File: config.mk
export PLATFORM = sky130hd
export DESIGN_NAME = ifetch_ctrl
export DESIGN_NICKNAME = d
export VERILOG_FILES = /design/src/rtl/ifetch_ctrl.sv
export SDC_FILE = /design/constraint.sdc
export NUM_CORES = 1
export LEC_CHECK = 0
export ABC_AREA = 1
export ABC_CLOCK_PERIOD_IN_PS = 3300
export CAP_MARGIN = 10
export CORE_UTILIZATION = 48
export DETAILED_ROUTE_END_ITERATION = 16
export PLACE_DENSITY = 0.83
export SLEW_MARGIN = 10
export SYNTH_ARGS = -nofsm -noshare
export SYNTH_HDL_FRONTEND = slang
export SYNTH_SLANG_ARGS = --single-unit
File: constraint.sdc
create_clock -name clk -period 3.3 [get_ports clk]
set_input_delay 0.495 -clock clk [delete_from_list [all_inputs] [get_ports clk]]
set_output_delay 0.495 -clock clk [all_outputs]
set_load 0.02 [all_outputs]
File: src/rtl/ifetch_ctrl.sv
// Instruction-fetch sequencer: owns the PC, requests one word at a time from instruction
// memory, holds it in an instruction register and hands it downstream via valid/ready.
module ifetch_ctrl #(
  parameter logic [31:0] RESET_PC = 32'h0000_0000,
  parameter int unsigned MAX_WAIT = 16
) (
  input  logic        clk,
  input  logic        reset,
  output logic        ireq,
  output logic [31:0] iaddr,
  input  logic [31:0] idata,
  input  logic        ivalid,
  output logic [31:0] pc,
  output logic [31:0] instr,
  output logic        instr_valid,
  input  logic        instr_ready,
  input  logic        redirect,
  input  logic [31:0] redirect_pc,
  output logic        fetch_err
);

  localparam int unsigned CntW = $clog2(MAX_WAIT + 1);
  localparam logic [CntW-1:0] LastCnt = CntW'(MAX_WAIT - 1);
  localparam logic [31:0] Nop = 32'h0000_0013;

  typedef enum logic [1:0] {StIdle, StFetch, StIssue, StErr} state_e;

  state_e          state_q, state_d;
  logic [31:0]     pc_q, pc_d;
  logic [31:0]     instr_q, instr_d;
  logic [CntW-1:0] cnt_q, cnt_d;
  logic            err_q, err_d;

  always_ff @(posedge clk or posedge reset) begin
    if (reset) begin
      state_q <= StIdle;
      pc_q    <= RESET_PC;
      instr_q <= Nop;
      cnt_q   <= '0;
      err_q   <= 1'b0;
    end else begin
      state_q <= state_d;
      pc_q    <= pc_d;
      instr_q <= instr_d;
      cnt_q   <= cnt_d;
      err_q   <= err_d;
    end
  end

  always_comb begin
    state_d = state_q;
    pc_d    = pc_q;
    instr_d = instr_q;
    cnt_d   = cnt_q;
    err_d   = err_q;

    unique case (state_q)
      StIdle: state_d = StFetch;
      StFetch: begin
        if (ivalid) begin
          instr_d = idata;
          cnt_d   = '0;
          state_d = StIssue;
        end else if (cnt_q == LastCnt) begin
          err_d   = 1'b1;
          state_d = StErr;
        end else begin
          cnt_d = cnt_q + 1'b1;
        end
      end
      StIssue: begin
        if (instr_ready) begin
          pc_d    = pc_q + 32'd4;
          state_d = StFetch;
        end
      end
      StErr: ;
      default: state_d = StErr;
    endcase

    // Redirect wins over anything decided above, including a same-cycle fetch or timeout.
    if (redirect && state_q != StErr) begin
      instr_d = instr_q;
      if (redirect_pc[1:0] == 2'b00) begin
        pc_d    = redirect_pc;
        cnt_d   = '0;
        err_d   = err_q;
        state_d = StFetch;
      end else begin
        pc_d    = pc_q;
        err_d   = 1'b1;
        state_d = StErr;
      end
    end
  end

  assign ireq        = (state_q == StFetch);
  assign instr_valid = (state_q == StIssue);
  assign iaddr       = pc_q;
  assign pc          = pc_q;
  assign instr       = instr_q;
  assign fetch_err   = err_q;

endmodule

==> results of run 1 <==
## final timing paths
| path | start | end | slack (ns) | cells after the start |
|---|---|---|---|---|
| setup / recovery | state_q[1]$_DFFE_PP0P_ | ireq | 1.04 | 4 |
| hold / removal | instr[4]$_DFFE_PP1P_ | instr[4]$_DFFE_PP1P_ | 0.46 | 2 |
| setup reg to reg | state_q[1]$_DFFE_PP0P_ | instr[14]$_DFFE_PP0P_ | 1.32 | 9 |
| hold reg to reg | instr[4]$_DFFE_PP1P_ | instr[4]$_DFFE_PP1P_ | 0.46 | 2 |
| max in group asynchronous | reset | instr[1]$_DFFE_PP1P_ | 1.97 | 3 |
| min in group asynchronous | reset | iaddr[1]$_DFFE_PP0P_ | 0.60 | 2 |
## state kept, by name (all words and copies together), names as in the netlist
name and count:
cnt_q 5, fetch_err 1, iaddr 32, instr 32, state_q 2
## cell families (layout without fill, tap and decap cells)
kind of cell             after synthesis  count (layout)  share of synthesized area (%)
AO/OA/AOI/OAI                         53              53                          6.777
XOR/XNOR                               3               3                         0.6083
adder cells (fa/ha/maj)                2               2                         0.5791
buffers and inverters                105             242                          12.68
flip-flops                            72              72                          41.79
AND/OR/NAND/NOR                      403             403                          37.56
## power breakdown
part / switching (uW) / internal [uW]
clock network: 358 / 527
registers: 474 / 1290
logic: 1860 / 1440
## area by class of cell
type	count	area, um2	area share, %
Clock buffer	10	137.6	2.262
Clock inverter	6	115.1	1.892
Inverter	54	202.7	3.331
Multi-Input combinational cell	461	1967	32.33
Sequential cell	72	1805	29.67
Tap cell	108	135.1	2.221
Timing Repair Buffer	172	1722	28.30
## placed cells by master, fill, tap and decap left out, drive strengths merged
cell type      instances
o21bai                 1
clkinv                 1
a22oi                  1
bufinv                 3
nor3                   4
nand4                  3
xnor2                  2
o21ai                 19
a21oi                 23
nor2                  89
or2                    2
a21o                   1
buf                    5
clkdlybuf4s50        167
ha                     2
nand3                 40
dfrtp                 69
o31ai                  1
o22ai                  3
clkbuf                10
dfstp                  3
xor2                   1
a31oi                  2
clkinvlp               1
a32oi                  1
o211ai                 1
inv                   55
nand2                265
## per-layer routing
layer	vias to the layer above	track usage (%)	part of all wire, %
met4	0	11.02	2.5
met1	2058	32.89	41
met5	-	0	0
li1	2211	-	-
met3	29	7.298	8.4
met2	212	43.55	48
## tightest hold or removal path, stage by stage, from the launching register on
cell     delay [ns]
dfstp_2        0.37
nand2_1        0.05
nand2_1        0.04
## metrics by stage
stage                     setup WS [ns]  instances
after floorplan                  0.9850        638
after global placement            1.005        867
after detailed placement         0.9561        867
after CTS                         1.051        883
after global routing             0.9761        883
final                             1.038        883
==> reports/summary.txt, run 1 <==
Yosys top cell by area -> dfrtp_1
Post-synth EDFFs -> 0
# resized after CTS -> 0
clk_skew -> 0.008813 ns
WP data arrival -> 1.77 ns
Critical Path Start Type -> flip-flop
Area Overhead vs Synth -> 40.83%
Total Power -> 5953 uW
layout cells sized above 1 -> 5.032%
Cell Chain, Critical Path -> inv_2 > nand2_1 > inv_1 > clkdlybuf4s50_1
CTS tree -> done
Final Cycle Share -> 68.53%
nets -> 841
Worst Max-Slew Pin Slew -> 0.7532 ns
final RePlAce weighted congestion -> 0.9793
Slew Viols, Final -> 0
Commonest cells post-synth -> nand2_1 (264), nor2_1 (83), dfrtp_1 (69), inv_1 (51), nand3_1 (40)
vias in the first global route -> 4436
Yosys reg bits -> 72
clk sinks -> 72
Die Area -> 9384 um2
minimum clock period -> 2.262 ns
Post-Syn Nets -> 709
Avg WL per Cell -> 13.49 um
DR vias/cell -> 5.108
HPWL after DPL -> 8629 um
Final Setup Violations -> 0
cell area after placement -> 5832 um2
1st-iter DRT viols -> 294
Die Span X -> 96.87 um
die height -> 96.87 um
starting density of the core -> 49.54%
largest net degree at the start of global routing -> 56
max_cap viols -> 0
Max-slew headroom -> 49.71%
total track usage -> 26.53%
Hold/Removal Path Class -> reg -> reg
Post-route DRC -> 0
via count -> 4510
Synth Instances -> 638
Worst Path Required -> 2.80 ns
worst-path maximum fanout -> 6
top-count cell post-synth -> nand2_1
Clock Latency Late Sink -> 0.35 ns
cts hold-fix bufs -> 0
max incr delay on CP -> 0.63 ns
Yosys warnings -> 0
ys flop type -> dfrtp_1
RSZ-0062 raised after global routing -> no
H-tree levels -> 3
Rows -> 34
synth unique cells -> 32
Leakage -> 0.002870 uW
average size of a mapped cell -> 6.772 um2
PD cells -> 978.3 nW/um2
core footprint -> 8721 um2
sequential fraction of the synthesis area -> 41.79%
Antenna diodes -> 0
Hold WS -> 0.4628 ns
top cells by area, synth -> dfrtp_1 (40%), nand2_1 (23%), nor2_1 (7.2%)
Finished Cell Area -> 6085 um2
io pins -> 168
clock buffer depth -> 2
fill count -> 730
total iterations of the first detailed-routing run -> 5
maximum vdd drop -> 0.6055 mV
WS Path Type -> reg -> out
Slowest cell on crit path -> clkdlybuf4s50_1
clock root buffer master -> clkbuf_8
WL final -> 11910 um
delay-heaviest family, CP -> buffers and inverters
status -> finished, final reports clean
final core utilization -> 69.77%
CP bufs+invs -> 3
clock buffer count from CTS -> 9
clock slew at reported path FFs -> 0.08 ns
first-pass GRT wire length -> 20350 um
post-synth top area share -> 39.97%
fmax -> 442.2 MHz
Congestion Overflow GR -> 0
Crit. End Element -> output port
post-route ant nets -> 0
synthesized area -> 4320 um2
# port buffers -> 167
FFs w/ async S/R, synth -> 100.0%
Final Hold Viols -> 0
initial antenna violation count -> 0
setup_tns -> 0 ns
Setup Buffers After CTS -> 0
Power figures use the tool's default switching activity.
==> run 2, diff against run 1 <==
- ABC_CLOCK_PERIOD_IN_PS: 3300 -> 2000
- CORE_UTILIZATION: 48 -> 40
- PLACE_DENSITY: 0.83 -> 0.73
- clock period: 3.3 -> 2 ns (I/O delays scaled with it)
==> run 2 against run 1 <==
Cell count increased by 3.5%. Clock skew increased by 0.0042 ns. Wire length increased by 0.64%. Final area increased by 1.1%. Utilization decreased by 11 points. Critical endpoint is now pc[13].
==> reports/summary.txt, run 2 (synthesis gave the netlist of run 1 again) <==
Rows -> 37 (was 34)
final RePlAce weighted congestion -> 0.9068 (was 0.9793)
H-tree levels -> 3 (unchanged)
Area Overhead vs Synth -> 42.37% (was 40.83%)
via count -> 4392 (was 4510)
WS Path Type -> reg -> out (unchanged)
1st-iter DRT viols -> 122 (was 294)
metal3 WL -> 986 um (was 999 um)
Slew Viols, Final -> 0 (unchanged)
io pins -> 168 (unchanged)
PD cells -> 1569 nW/um2 (was 978.3 nW/um2)
Final Cycle Share -> 92.06%
Post-route DRC -> 0 (unchanged)
Crit. End Element -> output port (unchanged)
Worst R2R Start -> iaddr[3]$_DFFE_PP0P_ (was state_q[1]$_DFFE_PP0P_)
Hold/Removal Path Class -> in -> async (was reg -> reg)
Leakage -> 0.002875 uW (was 0.002870 uW)
Worst Max-Slew Pin Slew -> 0.5004 ns (was 0.7532 ns)
first-pass GRT wire length -> 20480 um (was 20350 um)
nets -> 844 (was 841)
commonest non-fill, non-tap cell in the layout -> nand2_1 (unchanged)
Max-slew headroom -> 66.59% (was 49.71%)
DR top layer -> met4 (unchanged)
final core utilization -> 59.05% (was 69.77%)
Congestion Overflow GR -> 0 (unchanged)
core footprint -> 10420 um2 (was 8721 um2)
clock slew at reported path FFs -> 0.09 ns (was 0.08 ns)
die height -> 105.9 um (was 96.87 um)
Cell Chain, Critical Path -> clkdlybuf4s50_1 (was inv_2 > nand2_1 > inv_1 > clkdlybuf4s50_1)
RSZ-0062 raised after global routing -> no (unchanged)
minimum clock period -> 1.841 ns
DR vias/cell -> 4.805 (was 5.108)
largest net degree at the start of global routing -> 56 (unchanged)
worst-path maximum fanout -> 6 (unchanged)
layout cells sized above 1 -> 5.656% (was 5.032%)
fmax -> 543.1 MHz
Hold WS -> 0.3795 ns (was 0.4628 ns)
starting density of the core -> 41.48% (was 49.54%)
WL final -> 11990 um (was 11910 um)
clk_skew -> 0.01304 ns (was 0.008813 ns)
clk sinks -> 72 (unchanged)
wire length on met1 -> 5180 um (was 4877 um)
Avg WL per Cell -> 13.12 um (was 13.49 um)
delay-heaviest family, CP -> buffers and inverters (unchanged)
setup_tns -> 0 ns (unchanged)
# port buffers -> 167 (unchanged)
CP bufs+invs -> 1 (was 3)
CTS tree -> done (unchanged)
Total Power -> 9649 uW (was 5953 uW)
Clock Latency Late Sink -> 0.35 ns (about the same)
Die Area -> 11220 um2 (was 9384 um2)
Critical path origin -> iaddr[13]$_DFFE_PP0P_ (was state_q[1]$_DFFE_PP0P_)
initial antenna violation count -> 0 (unchanged)
Critical Path Start Type -> flip-flop (unchanged)
clock buffer count from CTS -> 9 (unchanged)
clock root buffer master -> clkbuf_8 (unchanged)
WL met2 -> 5678 um (was 5734 um)
clock buffer depth -> 2 (unchanged)
Die Span X -> 105.9 um (was 96.87 um)
max incr delay on CP -> 0.69 ns (was 0.63 ns)
total track usage -> 22.72% (was 26.53%)
vias in the first global route -> 4349 (was 4436)
maximum vdd drop -> 0.7762 mV (was 0.6055 mV)
cts hold-fix bufs -> 0 (unchanged)
max_cap viols -> 0 (unchanged)
WP data arrival -> 1.54 ns (was 1.77 ns)
Worst Path Required -> 1.70 ns (was 2.80 ns)
status -> finished, final reports clean (unchanged)
most frequent cells in the layout -> nand2_1 (264), clkdlybuf4s50_1 (166), nor2_1 (82) (was nand2_1 (264), clkdlybuf4s50_1 (167), nor2_1 (83))
total iterations of the first detailed-routing run -> 5 (unchanged)
Final Hold Viols -> 0 (unchanged)
post-route ant nets -> 0 (unchanged)
Antenna diodes -> 0 (unchanged)
Final Setup Violations -> 0 (unchanged)
HPWL after DPL -> 8937 um (was 8629 um)
Slowest cell on crit path -> clkdlybuf4s50_1 (unchanged)
==> run 2: changes by cell type in the layout (fill, tap and decap cells not counted), sizes merged <==
| cell | before | now |
|---|---|---|
| dlygate4sd2 | 0 | 1 |
| buf | 5 | 8 |
| clkinvlp | 1 | 3 |
| bufinv | 3 | 1 |
| inv | 55 | 54 |
| clkdlybuf4s50 | 167 | 166 |
| clkinv | 1 | 2 |
==> run 2: stage by stage <==
stage,instances,instance area [um2],worst slack (ns)
global route,914,6151,0.05960
floorplan,638,4324,0.3481
finish,914,6151,0.1587
detailed placement,898,5943,0.1435
CTS,914,6147,0.1060
global placement,898,5943,0.1906
==> run 2: final timing paths <==
| check | to | slack [ns] | cells past startpoint |
|---|---|---|---|
| setup reg to reg | iaddr[22]$_DFFE_PP0P_ | 0.24 | 10 |
| hold reg to reg | instr[4]$_DFFE_PP1P_ | 0.47 | 2 |
| min in group clk | instr[0]$_DFFE_PP1P_ | 0.45 | 3 |
| max in group asynchronous | instr[0]$_DFFE_PP1P_ | 1.34 | 3 |
| hold / removal | state_q[0]$_DFFE_PP0P_ | 0.38 | 3 |
| setup / recovery | pc[13] | 0.16 | 1 |
==> run 2: cell type report <==
class,instances,area [um2]
clock inverter,6,67.56
multi-input combinational,461,1969
fill,991,4265
sequential,72,1807
tap,136,170.2
inverter,54,206.4
clock buffer,10,137.6
timing repair buffer,175,1793
==> run 2: repair_timing <==
action	4_1_cts	5_1_grt
resized for setup	1	2
setup endpoints to repair	1	7
buffers inserted	0	0
pin swaps	0	0
==> run 2: per-layer routing <==
metal,vias up,global-route usage (%)
met5,-,0
met4,0,6.746
met3,11,6.376
met2,152,38.94
met1,2009,27.75
li1,2220,-
==> run 2: report_power, final <==
group / leakage (uW) / switching (uW) / internal [uW]
Sequential: 0.000872 / 770 / 2130
Combinational: 0.00190 / 3080 / 2470
Clock: 0.0000989 / 589 / 615
==> run 3, diff against run 2 <==
- CORE_MARGIN: unset -> 1.5
- MAX_ROUTING_LAYER: unset -> met4
==> run 3 against run 2 <==
Die area is 1.9% higher. Clock skew is 0.0029 ns lower. Highest routed layer unchanged. Sequential power is 1% lower. Worst setup slack better by 0.029 ns. Global-route usage is 0.41 points higher. Clock power is 24% higher. Cell count is 0.33% higher. Fmax is 1.6% higher.
==> reports/summary.txt, run 3 (synthesis gave the netlist of run 1 again) <==
Gate power share -> 56.4% (was 57.5%)
first-pass GRT wire length -> 20510 um (was 20480 um)
largest net degree at the start of global routing -> 52 (was 56)
Die Area -> 11430 um2 (was 11220 um2)
Final Cycle Share -> 90.60% (was 92.06%)
worst reg2reg path depth -> 10 (unchanged)
Post-route DRC -> 0 (unchanged)
status -> finished, final reports clean (unchanged)
Final Setup Violations -> 0 (unchanged)
Critical Path Start Type -> flip-flop (unchanged)
H-tree levels -> 3 (unchanged)
dpl cells -> 901 (was 898)
io pins -> 168 (unchanged)
Slew Viols, Final -> 0 (unchanged)
reg-to-reg slack, setup -> 0.27 ns (was 0.24 ns)
core footprint -> 10420 um2 (unchanged)
initial antenna violation count -> 0 (unchanged)
worst-path maximum fanout -> 6 (unchanged)
post-route ant nets -> 0 (unchanged)
Max-slew headroom -> 66.07% (was 66.59%)
cts hold-fix bufs -> 0 (unchanged)
# port buffers -> 167 (unchanged)
clock buffer count from CTS -> 9 (unchanged)
R2R Path End -> iaddr[22]$_DFFE_PP0P_ (unchanged)
cell area after placement -> 5941 um2 (was 5943 um2)
WL final -> 12420 um (was 11990 um)
starting density of the core -> 41.48% (unchanged)
Clock Latency Late Sink -> 0.35 ns (about the same)
Net Sw Frac -> 45.00% (was 46.05%)
CTS tree -> done (unchanged)
max incr delay on CP -> 0.66 ns (was 0.69 ns)
layout cells sized above 1 -> 5.762% (was 5.656%)
clk_skew -> 0.01015 ns (was 0.01304 ns)
clock slew at reported path FFs -> 0.09 ns (about the same)
WP data arrival -> 1.51 ns (was 1.54 ns)
via count -> 4470 (was 4392)
total iterations of the first detailed-routing run -> 5 (unchanged)
clock root buffer master -> clkbuf_8 (unchanged)
nets -> 847 (was 844)
Crit. End Element -> output port (unchanged)
most frequent cells in the layout -> nand2_1 (264), clkdlybuf4s50_1 (166), nor2_1 (83) (was nand2_1 (264), clkdlybuf4s50_1 (166), nor2_1 (82))
max_cap viols -> 0 (unchanged)
Worst Path Required -> 1.70 ns (about the same)
Antenna diodes -> 0 (unchanged)
Clock power frac -> 14.9% (was 12.5%)
Worst R2R Start -> iaddr[2]$_DFFE_PP0P_ (was iaddr[3]$_DFFE_PP0P_)
Rows -> 37 (unchanged)
PD cells -> 1608 nW/um2 (was 1569 nW/um2)
Hold/Removal Path Class -> in -> async (unchanged)
sequential power share -> 28.7% (was 30.0%)
commonest non-fill, non-tap cell in the layout -> nand2_1 (unchanged)
Pint -> 5474 uW (was 5206 uW)
WS Path Type -> reg -> out (unchanged)
NetSw -> 4480 uW (was 4443 uW)
final RePlAce weighted congestion -> 0.9015 (was 0.9068)
Area Overhead vs Synth -> 43.32% (was 42.37%)
delay-heaviest family, CP -> buffers and inverters (unchanged)
1st-iter DRT viols -> 225 (was 122)
HPWL after DPL -> 9309 um (was 8937 um)
vias in the first global route -> 4442 (was 4349)
Die Span X -> 106.9 um (was 105.9 um)
Worst Max-Slew Pin Slew -> 0.5089 ns (was 0.5004 ns)
die height -> 106.9 um (was 105.9 um)
maximum vdd drop -> 0.8563 mV (was 0.7762 mV)
minimum clock period -> 1.812 ns (was 1.841 ns)
fin cells -> 917 (was 914)
Slowest cell on crit path -> clkdlybuf4s50_1 (unchanged)
Setup Buffers After CTS -> 0 (unchanged)
DR vias/cell -> 4.875 (was 4.805)
fmax -> 551.9 MHz (was 543.1 MHz)
Leakage -> 0.002907 uW (was 0.002875 uW)
Congestion Overflow GR -> 0 (unchanged)
CP bufs+invs -> 1 (unchanged)
clock buffer depth -> 2 (unchanged)
setup_tns -> 0 ns (unchanged)
Finished Cell Area -> 6192 um2 (was 6151 um2)
Final Hold Viols -> 0 (unchanged)
total track usage -> 23.13% (was 22.72%)
Avg WL per Cell -> 13.54 um (was 13.12 um)
Cell Chain, Critical Path -> clkdlybuf4s50_1 (unchanged)
RSZ-0062 raised after global routing -> no (unchanged)
clk sinks -> 72 (unchanged)
[run 3: changes by cell type in the layout (fill, tap and decap cells not counted), sizes merged]
cell	delta
buf	+3
clkinvlp	-1
bufinv	+2
clkinv	-1
[run 3: layer usage]
layer	wire, um	vias up	track usage [%]
li1	-	2219	-
met1	5242	2032	27.43
met2	5867	198	38.78
met3	1053	21	5.106
met4	253	0	8.286
met5	0	-	-
[run 3: worst max path at each step]
stage / depth (start not counted) / slack [ns] / endpoint / startpoint
final: 1 / 0.19 / iaddr[19] / iaddr[19]$_DFFE_PP0P_
after global routing: 10 / 0.07 / iaddr[22]$_DFFE_PP0P_ / iaddr[2]$_DFFE_PP0P_
after CTS: 1 / 0.16 / iaddr[19] / iaddr[19]$_DFFE_PP0P_
after detailed placement: 8 / 0.10 / instr[16]$_DFFE_PP0P_ / ivalid
after global placement: 8 / 0.14 / instr[6]$_DFFE_PP0P_ / ivalid
after floorplan: 10 / 0.35 / iaddr[14]$_DFFE_PP0P_ / iaddr[3]$_DFFE_PP0P_
[run 3: metrics by stage]
stage / hold slack (ns) / total power, uW / utilization (%) / setup WS [ns]
2_1_floorplan: 0.3954 / 6260 / - / 0.3481
3_3_place_gp: 0.4519 / 8388 / 57.03 / 0.1432
3_5_place_dp: 0.4574 / 8499 / 57.03 / 0.1010
4_1_cts: 0.4188 / 10010 / 59.45 / 0.1637
5_1_grt: 0.4679 / 10660 / 59.45 / 0.06575
6_report: 0.4168 / 9954 / 59.45 / 0.1881
[run 3: repair_timing]
item                                    CTS  global route
hold endpoints to repair                  0             0
resized for setup                         1             0
endpoints found under the setup margin    1             0
[run 3: power groups by stage]
| stage | sequential (uW) | combinational, uW | clock [uW] |
|---|---|---|---|
| 6_report | 2860 | 5610 | 1490 |
| 2_1_floorplan | 3460 | 2800 | 0 |
| 5_1_grt | 2970 | 6120 | 1570 |
| 4_1_cts | 2860 | 5640 | 1510 |
| 3_3_place_gp | 2860 | 5530 | 0 |
| 3_5_place_dp | 2870 | 5630 | 0 |
[run 3: area by class of cell]
| class | instances | area [um2] |
|---|---|---|
| tap | 136 | 170.2 |
| inverter | 54 | 206.4 |
| timing repair buffer | 178 | 1790 |
| sequential | 72 | 1805 |
| clock inverter | 6 | 115.1 |
| multi-input combinational | 461 | 1967 |
| fill | 966 | 4224 |
| clock buffer | 10 | 137.6 |
